<file path="src/rtl/eco32f_pkg.sv">
// eco32f shared package: register-file geometry and write-port arbiter defaults.
// Holds RF_ADDR_W/RF_DATA_W/RF_NREGS, RF_ZERO, STARVE_LIMIT_DEF and the grant encoding.
package eco32f_pkg;

    localparam int RF_ADDR_W = 5;
    localparam int RF_DATA_W = 32;
    localparam int RF_NREGS  = 32;

    localparam logic [RF_ADDR_W-1:0] RF_ZERO = 5'd0;

    localparam int STARVE_LIMIT_DEF = 4;

    typedef enum logic [1:0] {
        GNT_NONE,
        GNT_PIPE,
        GNT_HOLD,
        GNT_DIV
    } wport_gnt_e;

endpackage

</file>
<file path="src/rtl/eco32f_rf_scoreboard.sv">
// eco32f_rf_scoreboard: busy bit per register for pending divider writes.
// Ports: clk, rst (sync, high), set_en/set_addr, clr_en/clr_addr, flush, busy[RF_NREGS].
module eco32f_rf_scoreboard
    import eco32f_pkg::*;
(
    input  logic                 clk,
    input  logic                 rst,
    input  logic                 set_en,
    input  logic [RF_ADDR_W-1:0] set_addr,
    input  logic                 clr_en,
    input  logic [RF_ADDR_W-1:0] clr_addr,
    input  logic                 flush,
    output logic [RF_NREGS-1:0]  busy
);

    logic [RF_NREGS-1:0] busy_d;

    // Set is applied after clear so a same-bit collision leaves it busy.
    always_comb begin
        busy_d = busy;
        if (clr_en)
            busy_d[clr_addr] = 1'b0;
        if (set_en)
            busy_d[set_addr] = 1'b1;
        if (flush)
            busy_d = '0;
    end

    always_ff @(posedge clk) begin
        if (rst)
            busy <= '0;
        else
            busy <= busy_d;
    end

    // Re-issuing to a busy register is only legal when that register
    // is being released in the same cycle.
    a_no_double_issue: assert property (@(posedge clk) disable iff (rst)
        (set_en && !flush) |->
            (!busy[set_addr] || (clr_en && clr_addr == set_addr)));

endmodule

</file>
<file path="src/rtl/eco32f_rf_wport_arbiter.sv">
// eco32f_rf_wport_arbiter: shares the RF write port between writeback and divider.
// Ports: wb_rf_r_* (pipeline write), div_* (divider), pipe_stall, rf_we/waddr/wdata, rf_busy.
// Optional macro ECO32F_RF_WPORT_BYPASS_EN: same-cycle divider write when the port is free.
module eco32f_rf_wport_arbiter
    import eco32f_pkg::*;
#(
    parameter int STARVE_LIMIT = STARVE_LIMIT_DEF,
    parameter int CNT_W        = 4
) (
    input  logic                 clk,
    input  logic                 rst,
    input  logic                 wb_rf_r_we,
    input  logic [RF_ADDR_W-1:0] wb_rf_r_addr,
    input  logic [RF_DATA_W-1:0] wb_rf_r,
    input  logic                 div_issue,
    input  logic [RF_ADDR_W-1:0] div_issue_addr,
    input  logic                 div_valid,
    output logic                 div_ready,
    input  logic [RF_ADDR_W-1:0] div_addr,
    input  logic [RF_DATA_W-1:0] div_result,
    input  logic                 div_flush,
    output logic                 pipe_stall,
    output logic                 rf_we,
    output logic [RF_ADDR_W-1:0] rf_waddr,
    output logic [RF_DATA_W-1:0] rf_wdata,
    output logic [RF_NREGS-1:0]  rf_busy
);

    localparam logic [CNT_W-1:0] FORCE_AT = CNT_W'(STARVE_LIMIT - 1);

    logic                 hold_valid;
    logic [RF_ADDR_W-1:0] hold_addr;
    logic [RF_DATA_W-1:0] hold_data;
    logic [CNT_W-1:0]     starve_cnt;
    logic                 force_q;

    wport_gnt_e           gnt;
    logic                 pipe_req;
    logic                 hold_wr;
    logic                 div_wr;
    logic                 accept;

    assign pipe_req  = wb_rf_r_we && (wb_rf_r_addr != RF_ZERO);
    assign div_ready = !hold_valid && !div_flush;
    assign pipe_stall = force_q && hold_valid;

    always_comb begin
        gnt = GNT_NONE;
        if (force_q && hold_valid)
            gnt = GNT_HOLD;
        else if (pipe_req)
            gnt = GNT_PIPE;
        else if (hold_valid)
            gnt = GNT_HOLD;
`ifdef ECO32F_RF_WPORT_BYPASS_EN
        else if (div_valid && div_ready)
            gnt = GNT_DIV;
`endif
    end

    assign hold_wr = (gnt == GNT_HOLD);
    assign div_wr  = (gnt == GNT_DIV);
    // A bypassed result is written directly and never enters the hold.
    assign accept  = div_valid && div_ready && !div_wr;

    // r0 results still consume their grant so the hold drains, but no
    // write is emitted.
    always_comb begin
        rf_we    = 1'b0;
        rf_waddr = RF_ZERO;
        rf_wdata = '0;
        unique case (gnt)
            GNT_PIPE: begin
                rf_we    = 1'b1;
                rf_waddr = wb_rf_r_addr;
                rf_wdata = wb_rf_r;
            end
            GNT_HOLD: begin
                if (hold_addr != RF_ZERO) begin
                    rf_we    = 1'b1;
                    rf_waddr = hold_addr;
                    rf_wdata = hold_data;
                end
            end
            GNT_DIV: begin
                if (div_addr != RF_ZERO) begin
                    rf_we    = 1'b1;
                    rf_waddr = div_addr;
                    rf_wdata = div_result;
                end
            end
            default: ;
        endcase
    end

    always_ff @(posedge clk) begin
        if (rst) begin
            hold_valid <= 1'b0;
            hold_addr  <= RF_ZERO;
            hold_data  <= '0;
            starve_cnt <= '0;
            force_q    <= 1'b0;
        end else if (div_flush) begin
            hold_valid <= 1'b0;
            starve_cnt <= '0;
            force_q    <= 1'b0;
        end else begin
            if (hold_wr) begin
                hold_valid <= 1'b0;
            end else if (accept) begin
                hold_valid <= 1'b1;
                hold_addr  <= div_addr;
                hold_data  <= div_result;
            end
            // A valid hold that is not granted has lost to the pipeline.
            if (hold_wr || !hold_valid) begin
                starve_cnt <= '0;
                force_q    <= 1'b0;
            end else begin
                starve_cnt <= starve_cnt + 1'b1;
                force_q    <= (starve_cnt == FORCE_AT);
            end
        end
    end

    eco32f_rf_scoreboard u_sb (
        .clk      (clk),
        .rst      (rst),
        .set_en   (div_issue && (div_issue_addr != RF_ZERO)),
        .set_addr (div_issue_addr),
        .clr_en   (hold_wr || div_wr),
        .clr_addr (div_wr ? div_addr : hold_addr),
        .flush    (div_flush),
        .busy     (rf_busy)
    );

    a_no_busy_pipe_write: assert property (@(posedge clk) disable iff (rst)
        pipe_req |-> !rf_busy[wb_rf_r_addr]);

endmodule

</file>
<file path="config.mk">
export PLATFORM = sky130hd
export DESIGN_NAME = eco32f_rf_wport_arbiter
export DESIGN_NICKNAME = d
export VERILOG_FILES = /design/src/rtl/eco32f_pkg.sv /design/src/rtl/eco32f_rf_scoreboard.sv /design/src/rtl/eco32f_rf_wport_arbiter.sv
export SDC_FILE = /design/constraint.sdc
export NUM_CORES = 1
export LEC_CHECK = 0
export BUFFER_PORTS_ARGS = -buffer_cell sky130_fd_sc_hd__buf_4
export CORE_MARGIN = 3
export CORE_UTILIZATION = 50
export DETAILED_ROUTE_END_ITERATION = 10
export GPL_TIMING_DRIVEN = 0
export PLACE_DENSITY = 0.85
export SYNTH_ARGS = -nofsm -noshare
export SYNTH_HDL_FRONTEND = slang
export SYNTH_SLANG_ARGS = --single-unit
</file>
<file path="constraint.sdc">
create_clock -name clk -period 4.25 [get_ports clk]
set_input_delay 0.425 -clock clk [delete_from_list [all_inputs] [get_ports clk]]
set_output_delay 0.425 -clock clk [all_outputs]
set_load 0.1 [all_outputs]
</file>
Yosys cells after proc, flatten, opt, wreduce, memory -nomap -nowiden
Cells that the tools add are included. Widths: inputs -> output; s select.

Output and inout bits: 72. Input bits: 85. Bits in registers: 75.

Bitwise gates (word level): 5. Reductions and logical operators: 21. $add $sub $neg: 1. Mux-type cells: 19. Order comparisons: 4. Eq/ne operators: 4.

Operator list (number): $mux 32 (4); $pmux 32 s3 (1); $and 32x32->32 (1); $not 32->32 (1); $or 32x32->32 (1); $reduce_bool 5->1 (4); $mux 5 (3); $pmux 5 s3 (1); $lt 5x6->1 const B (2); $demux 1 s5 (2); $ge 5x1->1 const B (2); $logic_and 1x1->1 (8); $mux 2 (3); $reduce_or 3->1 (2); $add 4x1->4 const B (1); $eq 2x2->1 const B (2); $eq 4x2->1 const B (1); $mux 1 (4); $logic_not 1->1 (3); $pmux 1 s3 (1); $reduce_and 3->1 (1); $eq 2x1->1 const B (1); $logic_or 1x1->1 (2); $not 1->1 (2); $reduce_or 2->1 (1).

Longest topological paths before layout
Gate-level depths: netlist of the first run.

Depth after elaboration: 15. Mapped depth: 6. Depth with buffers taken out: 4.

Hierarchy
A second synthesis of the first run with hierarchy kept.

Cells, all modules: 415. Area total of the unflattened synthesis: 3865.0 sq um.

Modules (own cells, without submodules): eco32f_rf_wport_arbiter (instances 1, area each 2504.9 sq um, cells each 283); eco32f_rf_scoreboard (instances 1, area each 1360.1 sq um, cells each 132).

Least setup slack after synthesis of the first run
No wires, ideal clock.

Kind: input to register. From: in div_flush. To: reg hold_addr[0]. Stages on the path: 6. Arrival time: 2.438 ns. Required time: 4.118 ns. Buffers on the path: 2. Path slack: 1.680 ns. Cells stage by stage: nor2_1 nand2_1 buf_2 buf_1 nand2_1 a21oi_1.

Cells in the longest elaborated chain, start to end: 5. Elaborated cells between the ends (all ways): 6. Classes of those cells: 1 x bitwise; 5 x reduce/logical.

RTL lines: from (decl) (RTL line eco32f_rf_wport_arbiter.sv:21) `input logic div_flush,`; $logic_not 1->1 (RTL line eco32f_rf_wport_arbiter.sv:44) `assign div_ready = !hold_valid && !div_flush;`; $logic_and 1x1->1 (RTL line eco32f_rf_wport_arbiter.sv:44); $logic_and 1x1->1 (2 in series) (RTL line eco32f_rf_wport_arbiter.sv:64) `assign accept = div_valid && div_ready && !div_wr;`; $reduce_and 3->1 (no line) *; to (signal assigned) (RTL line eco32f_rf_wport_arbiter.sv:112) `hold_addr <= div_addr;`; to (decl) (RTL line eco32f_rf_wport_arbiter.sv:32) `logic [RF_ADDR_W-1:0] hold_addr;`.

Every way passes the cells marked *; elsewhere a longest branch is shown, timed or not. A chain may end at the register's enable or synchronous reset.

Final worst setup path of the first run
From: reg hold_addr[4]. To: out rf_wdata[24].

Cells in the longest elaborated chain, start to end: 3.

RTL lines: $reduce_bool 5->1 (RTL line eco32f_rf_wport_arbiter.sv:79) `if (hold_addr != RF_ZERO) begin`; $mux 32 (RTL line eco32f_rf_wport_arbiter.sv:79); $pmux 32 s3 (RTL line eco32f_rf_wport_arbiter.sv:72) `unique case (gnt)`; to (decl) (RTL line eco32f_rf_wport_arbiter.sv:25) `output logic [RF_DATA_W-1:0] rf_wdata,`.

No other way between the ends.

==> flow_metrics.py, run 1 <==
metrics = {
    "synth": {
        "syn_nets": 494,
        "synth-edff-count": 0,
        "syn_inst": 408,
        "ys_seq_area_share_pct": 44.7,
        "synthFlopType": "dfxtp_1",
        "postSynth.asyncResetShare_pct": 0,
        "syn-cell-area_um2": 3360,
        "yosys.area.top_type_share_pct": 44.7,
        "synth-seq-cells": 75,
        "synth_area_leaders": "dfxtp_1, nand2_1, a21oi_1, a22o_1, o31ai_1",
        "avgSynthCellArea_um2": 8.24,
        "ys_types": 35,
        "yosys.area.top_type": "dfxtp_1",
        "yosys_warnings": 0,
    },
    "clock_network": {
        "htree_levels": 3,
        "cts_tree": "built",
        "post_cts_resized": 0,
        "post_cts_buffers": 0,
        "cts.sinks": 75,
        "insertion_delay_ns": 0.35,
        "hold_buffers": 0,
        "cts_buffer_depth": 2,
        "cts_root_buf": "clkbuf_8",
        "clk_pin_slew_worst_paths_ns": 0.08,
        "numCtsBuffers": 9,
    },
    "layout": {
        "area_delta_synth_final_pct": 45.0,
        "antenna_cells": 0,
        "mostFrequentLayoutCells": "buf_4, nand2_1, dfxtp_1, a21oi_1, a22o_1",
        "fillers": 493,
        "nets": 661,
        "final_common_cell": "buf_4",
        "drive_gt1_share_pct": 34.0,
    },
    "grt": {
        "grt_pass1_vias": 3564,
        "overflow": 0,
        "grt_max_degree": 13,
        "antenna_found_initial": 0,
        "grt_pass1_wl_um": 17300,
        "grtUsageTotal_pct": 28.8,
    },
    "timing": {
        "maxSlewHeadroom_pct": 27.6,
        "tns_ns": 0,
        "holdWs_ns": 0.319,
        "min_period_ns": 2.79,
        "setup_viol_count_final": 0,
        "min_period_over_period_pct": 65.6,
        "clock_skew_ns": 0.0102,
        "final_hold_viol_count": 0,
        "tightest_slew_ns": 1.08,
        "maxSlewViolCount": 0,
        "rsz0062_at_grt": "no",
        "max_freq_mhz": 359,
    },
    "detailed_routing": {
        "route.detailed.drc": 0,
        "post_drt_wl_per_cell_um": 16.8,
        "dr.pass1.iters": 5,
        "top_layer": "met4",
        "via_per_inst": 5.71,
        "drtIter0Drc": 181,
        "drt-total-wl_um": 11000,
        "wl_met1_um": 4220,
        "num_vias": 3749,
        "route.met2.wl_um": 5410,
        "antenna_left": 0,
        "wl_met3_um": 1110,
    },
    "setup_path": {
        "crit_path_end_kind": "output port",
        "cp-startpoint": "hold_addr[4]$_SDFFE_PP0P_",
        "r2r_slack_ns": 2.50,
        "critPathKind": "reg -> out",
        "cp-start-kind": "flip-flop",
        "crit_required_ns": 3.83,
        "crit_fanout": 10,
        "worstPathArrival_ns": 2.36,
        "regToRegStartpoint": "hold_addr[4]$_SDFFE_PP0P_",
        "reg2reg_depth": 4,
        "crit_path_end": "rf_wdata[24]",
        "reg2reg_to": "u_sb.busy[16]$_SDFF_PP0_",
    },
    "die": {
        "fp.dieH_um": 88.0,
        "num_io_pins": 157,
        "die_width_um": 88.0,
        "core_um2": 6420,
        "start_util_pct": 52.3,
        "row_count": 29,
        "die_area_um2": 7740,
    },
    "placement": {
        "globalplace.congestion": 0.898,
        "hpwl_um": 8260,
        "io_buffers": 156,
    },
    "outcome": {
        "status": "complete, no violations",
    },
    "min_path": {
        "hold_class": "in -> reg",
    },
    "job": {
        "cap_violations": 0,
    },
    "power_and_ir_drop": {
        "peakVddDrop_v": 0.000197,
        "p_total_mw": 1.78,
        "p_per_area_nw_per_um2": 366,
        "p_leak_nw": 2.07,
    },
}
-- area by class of cell --
type,instances,area [um^2],area share (%)
multi-input cells,298,1690,34.6
plain buffers,33,165,3.39
inverters,2,7.51,0.154
flip-flops and latches,75,1500,30.8
repair buffers,156,1170,24.0
well taps,77,96.3,1.98
clock buffers,13,179,3.67
clock inverters,3,67.6,1.39
-- metrics by stage --
stage	instance area, um^2	instances	setup WS, ns	util, %
final	4870	657	1.46	75.9
after global routing	4870	657	1.36	75.9
after CTS	4870	657	1.47	75.9
after detailed placement	4630	641	1.77	72.1
after global placement	4630	641	1.80	72.1
after floorplan	3360	408	1.68	-
-- synthesized netlist by cell type, types with 2 or more instances --
cell type	n
inv_1	2
nand3b_1	3
and3b_1	3
dfxtp_1	75
buf_6	4
clkbuf_1	16
and3_1	2
o31ai_1	31
nand3_1	3
and2_1	2
a22o_1	37
nor2_1	9
nand2b_1	2
buf_1	4
or3b_2	3
or2_1	2
nor3b_1	5
nand2_1	111
buf_2	9
a21oi_1	70
-- state kept, by name, summed over array words and instances, names as in the netlist --
register and count:
hold_valid 1, force_q 1, u_sb.busy 32, starve_cnt 4
hold_data 32, hold_addr 5
-- report_power, final --
group	internal, mW	switching (mW)	total [mW]	leakage, nW
clock network	0.395	0.271	0.666	0.122
logic	0.120	0.266	0.386	1.34
registers	0.720	0.0116	0.732	0.609
-- critical path: stages (launching register included) --
cell and delay, ns:
dfxtp_1 0.31, clkbuf_1 0.44, or3_4 0.27, nor2_4 0.05, nor2_2 0.29, buf_6 0.20, a22o_1 0.17, buf_4 0.30
-- kinds of logic after synthesis --
kind of cell | count (synthesis) | share of synthesized area [%]
simple gates | 153 | 20.8
buf+inv | 35 | 5.14
flops | 75 | 44.7
compound gates | 142 | 28.5
xor+xnor | 2 | 0.521
fa+ha+maj | 1 | 0.372
-- metal layers --
layer  track usage [%]  up-vias
li1                  -     1774
met1              34.0     1724
met2              47.7      224
met3              7.90       27
met4              14.6        0
met5                 0        -
-- worst min path at each step --
stage	slack [ns]	depth (start not counted)	end	startpoint
after floorplan	0.42	1	starve_cnt[0]$_SDFF_PP0_	starve_cnt[0]$_SDFF_PP0_
after global placement	0.43	2	u_sb.busy[0]$_SDFF_PP0_	u_sb.busy[0]$_SDFF_PP0_
after detailed placement	0.44	2	u_sb.busy[0]$_SDFF_PP0_	u_sb.busy[0]$_SDFF_PP0_
after CTS	0.31	3	hold_data[24]$_SDFFE_PP0P_	div_result[24]
after global routing	0.31	3	hold_addr[3]$_SDFFE_PP0P_	div_addr[3]
final	0.32	3	hold_data[19]$_SDFFE_PP0P_	div_result[19]
(Power assumes the default switching activity.)
==> run 2, diff against run 1 <==
--- a/config.mk
+++ b/config.mk
@@ -7,10 +7,10 @@
 export LEC_CHECK = 0
 export BUFFER_PORTS_ARGS = -buffer_cell sky130_fd_sc_hd__buf_4
 export CORE_MARGIN = 3
-export CORE_UTILIZATION = 50
+export CORE_UTILIZATION = 47
 export DETAILED_ROUTE_END_ITERATION = 10
 export GPL_TIMING_DRIVEN = 0
-export PLACE_DENSITY = 0.85
+export PLACE_DENSITY = 0.81
 export SYNTH_ARGS = -nofsm -noshare
 export SYNTH_HDL_FRONTEND = slang
 export SYNTH_SLANG_ARGS = --single-unit
==> constraint.sdc (replaced) <==
create_clock -name clk -period 2.86 [get_ports clk]
set_input_delay 0.286 -clock clk [delete_from_list [all_inputs] [get_ports clk]]
set_output_delay 0.286 -clock clk [all_outputs]
set_load 0.1 [all_outputs]
==> run 2 against run 1 <==
Via count is 1.6% lower. Final cell count rose by 2.9%. Worst hold slack worse by 0.14 ns. Largest power group unchanged.
==> flow_metrics.py, run 2 (synthesis results as in run 1) <==
metrics = {
    "detailed_routing": {
        "drt-total-wl_um": 10900,
        "antenna_left": 0,
        "via_per_inst": 5.46,
        "dr.pass1.iters": 5,
        "post_drt_wl_per_cell_um": 16.1,
        "num_vias": 3689,
        "route.detailed.drc": 0,
        "drtIter0Drc": 139,
    },
    "setup_path": {
        "path_buf_inv": 3,
        "regToRegStartpoint": "hold_addr[4]$_SDFFE_PP0P_",
        "crit_fanout": 10,
        "cpMaxStageDelayCell": "clkbuf_1",
        "cp-startpoint": "hold_addr[0]$_SDFFE_PP0P_",
        "path_cells": "or2_1, clkbuf_1, nor2_4, nor2_2, buf_6, a22o_1, buf_4",
        "reg2reg_depth": 4,
        "cpPeakStageDelay_ns": 0.44,
        "crit_path_end": "rf_wdata[18]",
        "worstPathArrival_ns": 2.34,
        "cp-start-kind": "flip-flop",
        "r2r_slack_ns": 1.17,
        "crit_family": "buffers and inverters",
        "crit_path_end_kind": "output port",
        "crit_required_ns": 2.57,
        "critPathKind": "reg -> out",
        "cp.depth": 7,
        "reg2reg_to": "u_sb.busy[16]$_SDFF_PP0_",
    },
    "job": {
        "cap_violations": 0,
    },
    "layout": {
        "final_common_cell": "buf_4",
        "stdcell_count": 676,
        "mostFrequentLayoutCells": "buf_4, nand2_1, dfxtp_1, a21oi_1, a22o_1",
        "antenna_cells": 0,
        "fillers": 583,
        "top_regs": "hold_data: 32 flops, u_sb.busy: 32 flops, hold_addr: 5 flops",
        "nets": 661,
        "drive_gt1_share_pct": 33.6,
        "area_delta_synth_final_pct": 46.1,
        "design_area_um2": 4910,
    },
    "die": {
        "row_count": 30,
        "die_width_um": 90.6,
        "core_um2": 6870,
        "start_util_pct": 48.9,
        "die_area_um2": 8200,
        "fp.dieH_um": 90.6,
        "num_io_pins": 157,
    },
    "power_and_ir_drop": {
        "p_int_mw": 1.92,
        "clock_power_share_pct": 38.9,
        "switching_share_pct": 29.5,
        "peakVddDrop_v": 0.000308,
        "p_switching_uw": 802,
        "seqPwrFrac_pct": 40.0,
        "combinationalPowerShare_pct": 21.1,
        "p_per_area_nw_per_um2": 554,
        "p_leak_nw": 2.08,
    },
    "clock_network": {
        "hold_buffers": 0,
        "cts_buffer_depth": 2,
        "post_cts_buffers": 0,
        "clk_pin_slew_worst_paths_ns": 0.08,
        "post_cts_resized": 0,
        "insertion_delay_ns": 0.35,
        "cts.sinks": 75,
        "numCtsBuffers": 9,
        "cts_root_buf": "clkbuf_8",
        "cts_tree": "built",
        "htree_levels": 3,
    },
    "timing": {
        "maxSlewHeadroom_pct": 32.9,
        "tns_ns": 0,
        "setup_slack_ns": 0.234,
        "tightest_slew_ns": 1.00,
        "final_hold_viol_count": 0,
        "max_freq_mhz": 381,
        "min_period_ns": 2.63,
        "setup_viol_count_final": 0,
        "maxSlewViolCount": 0,
        "rsz0062_at_grt": "no",
        "clock_skew_ns": 0.00933,
        "min_period_over_period_pct": 91.8,
    },
    "placement": {
        "hpwl_um": 8110,
        "dp.cells": 660,
        "post-place-ws_ns": 0.629,
        "globalplace.congestion": 0.872,
        "place_area_um2": 4650,
        "io_buffers": 156,
    },
    "grt": {
        "overflow": 0,
        "grtUsageTotal_pct": 25.9,
        "grt_pass1_wl_um": 17300,
        "grt_max_degree": 13,
        "antenna_found_initial": 0,
        "grt_pass1_vias": 3612,
    },
    "min_path": {
        "min-delay-start": "div_result[9]",
        "hold_class": "in -> reg",
    },
    "outcome": {
        "status": "complete, no violations",
    },
}
## run 2: cell count changes in the layout (fill, tap and decap cells not counted), sizes merged
cell	before	now
bufinv	2	4
clkbuf	29	27
clkinv	0	1
clkinvlp	1	0
## run 2: worst min path at each step
stage / end / cells after the start
2_1_floorplan: starve_cnt[0]$_SDFF_PP0_ / 1
3_3_place_gp: starve_cnt[0]$_SDFF_PP0_ / 1
3_5_place_dp: u_sb.busy[0]$_SDFF_PP0_ / 2
5_1_grt: hold_data[31]$_SDFFE_PP0P_ / 3
6_report: hold_data[9]$_SDFFE_PP0P_ / 3
4_1_cts: hold_data[9]$_SDFFE_PP0P_ / 3
## run 2: metal layers
layer,wire [um],part of all wire [%],global-route usage [%],up-vias
met5,0,0,0,-
met4,222,2.0,10.7,0
met3,982,9.0,6.58,21
met2,5360,49,44.7,201
met1,4290,40,30.6,1688
li1,-,-,-,1779
## run 2: cell type report
| class | instances | area [um^2] | area share [%] |
|---|---|---|---|
| Clock inverter | 5 | 125 | 2.55 |
| Sequential cell | 75 | 1500 | 30.6 |
| Buffer | 33 | 165 | 3.36 |
| Tap cell | 96 | 120 | 2.45 |
| Multi-Input combinational cell | 298 | 1690 | 34.4 |
| Inverter | 2 | 7.51 | 0.153 |
| Clock buffer | 11 | 131 | 2.68 |
| Timing Repair Buffer | 156 | 1170 | 23.9 |
## run 2: worst reg2reg max path, stage by stage, from the launching register on
cell,delay [ns]
dfxtp_1,0.31
clkbuf_1,0.39
or3b_2,0.55
o31ai_1,0.22
a21oi_1,0.10
## run 2: power groups by stage
stage | combinational [mW] | sequential [mW] | clock, mW
after detailed placement | 0.571 | 1.11 | 0
final | 0.573 | 1.09 | 1.06
after global placement | 0.564 | 1.11 | 0
after global routing | 0.603 | 1.09 | 1.11
after floorplan | 0.374 | 1.12 | 0
after CTS | 0.573 | 1.09 | 1.06
## run 2: stage by stage
stage                     hold slack [ns]  util, %  power, mW
after CTS                           0.171     71.5       2.72
after floorplan                     0.418        -       1.49
after global placement              0.428     67.7       1.67
after detailed placement            0.437     67.7       1.68
final                               0.176     71.5       2.72
after global routing                0.174     71.5       2.80
==> run 3, diff against run 2 <==
--- a/config.mk
+++ b/config.mk
@@ -5,12 +5,13 @@
 export SDC_FILE = /design/constraint.sdc
 export NUM_CORES = 1
 export LEC_CHECK = 0
+export ABC_AREA = 1
 export BUFFER_PORTS_ARGS = -buffer_cell sky130_fd_sc_hd__buf_4
 export CORE_MARGIN = 3
-export CORE_UTILIZATION = 47
+export CORE_UTILIZATION = 49
 export DETAILED_ROUTE_END_ITERATION = 10
 export GPL_TIMING_DRIVEN = 0
-export PLACE_DENSITY = 0.81
+export PLACE_DENSITY = 0.85
 export SYNTH_ARGS = -nofsm -noshare
 export SYNTH_HDL_FRONTEND = slang
 export SYNTH_SLANG_ARGS = --single-unit
==> constraint.sdc (replaced) <==
create_clock -name clk -period 2.5 [get_ports clk]
set_input_delay 0.25 -clock clk [delete_from_list [all_inputs] [get_ports clk]]
set_output_delay 0.25 -clock clk [all_outputs]
set_load 0.1 [all_outputs]
==> run 3 against run 2 <==
Die area grew 9.1%. Worst hold slack lost 0.030 ns. Setup slack worse by 0.12 ns. Largest cell class unchanged. Total power rose by 19%. Synthesized area up 14%.
==> flow_metrics.py, run 3 <==
metrics = {
    "setup_path": {
        "reg2reg_to": "hold_data[7]$_SDFFE_PP0P_",
        "critPathKind": "reg -> out",
        "crit_path_end_kind": "output port",
        "r2r_slack_ns": 0.96,
        "crit_fanout": 10,
        "cp-start-kind": "flip-flop",
        "regToRegStartpoint": "hold_valid$_SDFFE_PP0P_",
        "reg2reg_depth": 6,
        "crit_required_ns": 2.25,
        "worstPathArrival_ns": 2.13,
    },
    "timing": {
        "rsz0062_at_grt": "no",
        "maxSlewHeadroom_pct": 25.5,
        "clock_skew_ns": 0.00516,
        "tns_ns": 0,
        "setup_slack_ns": 0.115,
        "min_period_over_period_pct": 95.4,
        "min_period_ns": 2.38,
        "holdWs_ns": 0.146,
        "maxSlewViolCount": 0,
        "max_freq_mhz": 419,
        "setup_viol_count_final": 0,
        "tightest_slew_ns": 1.11,
        "final_hold_viol_count": 0,
    },
    "grt": {
        "grt_pass1_vias": 4448,
        "antenna_found_initial": 0,
        "grt_max_degree": 13,
        "grtUsageTotal_pct": 30.1,
        "overflow": 0,
        "grt_pass1_wl_um": 21100,
    },
    "power_and_ir_drop": {
        "peakVddDrop_v": 0.000452,
        "p_per_area_nw_per_um2": 598,
        "p_leak_nw": 2.64,
    },
    "min_path": {
        "min-delay-start": "div_result[19]",
        "holdPathEnd": "hold_data[19]$_SDFFE_PP0P_",
        "whs_path_depth": 3,
        "hold_class": "in -> reg",
    },
    "placement": {
        "place_area_um2": 5150,
        "post-place-ws_ns": 0.428,
        "io_buffers": 156,
        "globalplace.congestion": 0.914,
        "hpwl_um": 10000,
    },
    "detailed_routing": {
        "antenna_left": 0,
        "route.detailed.drc": 0,
        "post_drt_wl_per_cell_um": 14.9,
        "drtIter0Drc": 313,
        "dr.pass1.iters": 5,
        "drt-total-wl_um": 13200,
        "via_per_inst": 5.29,
        "num_vias": 4663,
    },
    "clock_network": {
        "cts_buffer_depth": 2,
        "htree_levels": 3,
        "clk_pin_slew_worst_paths_ns": 0.07,
        "cts.sinks": 75,
        "numCtsBuffers": 9,
        "cts_root_buf": "clkbuf_8",
        "cts_tree": "built",
        "hold_buffers": 0,
        "post_cts_buffers": 0,
        "insertion_delay_ns": 0.36,
    },
    "synth": {
        "muxShareOfSynthArea_pct": 0,
        "yosys_warnings": 0,
        "synth_fa_ha_area_share_pct": 0.325,
        "avgSynthCellArea_um2": 6.29,
        "synth_top_family_by_area": "simple AND/OR/NAND/NOR gates",
        "ys_seq_area_share_pct": 39.0,
        "netlist_top_cells_count": "nand2_1, nor2_1, nand3_1, dfxtp_1, inv_1",
        "syn_inst": 611,
        "synthSimpleGateAreaFrac_pct": 42.2,
        "syn_nets": 697,
        "syn-cell-area_um2": 3840,
        "yosys.area.top_type_share_pct": 39.0,
        "yosys.area.top_type": "dfxtp_1",
        "synthFlopType": "dfxtp_1",
        "synth-edff-count": 0,
        "synth_area_leaders": "dfxtp_1, nand2_1, nand3_1, nor2_1, o21ai_0",
        "ys_types": 24,
        "synth_xor_area_share_pct": 0.228,
        "synth.most_common_cell": "nand2_1",
        "synth-seq-cells": 75,
        "postSynth.asyncResetShare_pct": 0,
        "synth-compound-area-share_pct": 8.69,
    },
    "layout": {
        "nets": 864,
        "mostFrequentLayoutCells": "buf_4, nand2_1, nor2_1, nand3_1, dfxtp_1",
        "finish.utilization_pct": 72.8,
        "area_delta_synth_final_pct": 41.0,
        "design_area_um2": 5420,
        "final_common_cell": "buf_4",
        "top_regs": "hold_data: 32 flops, u_sb.busy: 32 flops, hold_addr: 5 flops",
        "drive_gt1_share_pct": 25.1,
        "fillers": 620,
        "antenna_cells": 0,
    },
    "die": {
        "fp.dieH_um": 94.6,
        "die_area_um2": 8950,
        "die_width_um": 94.6,
        "row_count": 31,
        "core_um2": 7450,
        "num_io_pins": 157,
        "start_util_pct": 51.6,
    },
    "outcome": {
        "status": "complete, no violations",
    },
    "job": {
        "cap_violations": 0,
    },
}
## run 3: cell types whose count changed in the layout (fill, tap and decap cells not counted), sizes merged, moves of 5 or more
cell,previous run,this run
nand3,3,93
nor3b,5,0
nand2,111,157
a21oi,70,21
nor2,11,123
inv,2,54
o31ai,31,0
a22o,37,0
nor3,2,11
o21ai,1,42
## run 3: worst max-delay path, cell delays in order, from the launching register on
cell	delay, ns
dfxtp_1	0.33
buf_6	0.14
nand2_1	0.07
inv_2	0.11
nor2_8	0.07
nand2_4	0.12
nand2_4	0.11
nor2_4	0.16
buf_4	0.20
nand2_1	0.08
nand2_1	0.09
buf_4	0.30
## run 3: what timing repair did
action	4_1_cts	5_1_grt
setup endpoints to repair	0	7
endpoints found under the hold margin	0	0
resized for setup	0	7
## run 3: logic make-up (layout without fill, tap and decap cells)
family                     count (synthesis)  count (layout)
AOI/OAI and AO/OA                         65              65
xor gates and xnor gates                   1               1
adders and majority gates                  1               1
buffers and inverters                     84             255
DFF                                       75              75
and+or+nand+nor                          385             385
## run 3: where the power goes
part / internal (mW) / leakage, nW / switching, mW
Clock: 0.784 / 0.132 / 0.450
Sequential: 1.24 / 0.611 / 0.0276
Combinational: 0.214 / 1.90 / 0.530
## run 3: per-layer routing
metal / routed length (um) / part of all wire [%] / track usage (%)
met5: 0 / 0 / 0
met4: 395 / 3.0 / 10.8
met3: 1120 / 8.5 / 6.14
met2: 6320 / 48 / 51.2
met1: 5320 / 40 / 37.6
## run 3: how the worst max path moves through the flow
stage / startpoint / to / slack [ns] / cells after the start
2_1_floorplan: hold_valid$_SDFFE_PP0P_ / rf_waddr[0] / -0.40 / 8
3_3_place_gp: hold_valid$_SDFFE_PP0P_ / rf_wdata[7] / 0.47 / 8
3_5_place_dp: hold_valid$_SDFFE_PP0P_ / rf_wdata[7] / 0.43 / 8
4_1_cts: hold_valid$_SDFFE_PP0P_ / rf_wdata[7] / 0.04 / 8
5_1_grt: hold_valid$_SDFFE_PP0P_ / rf_wdata[20] / 0.004 / 11
6_report: hold_valid$_SDFFE_PP0P_ / rf_wdata[20] / 0.12 / 11
## run 3: through the flow
stage | std cells | total power, mW
floorplan | 611 | 1.78
global placement | 866 | 2.01
detailed placement | 866 | 2.03
CTS | 881 | 3.24
global route | 881 | 3.35
finish | 881 | 3.24
## run 3: cell type report
class,count,area (um^2),share of cell area [%]
plain buffers,30,164,3.02
repair buffers,156,1180,21.8
clock inverters,5,125,2.31
clock buffers,10,138,2.54
well taps,99,124,2.28
multi-input cells,452,1990,36.6
inverters,54,203,3.74
flip-flops and latches,75,1500,27.7
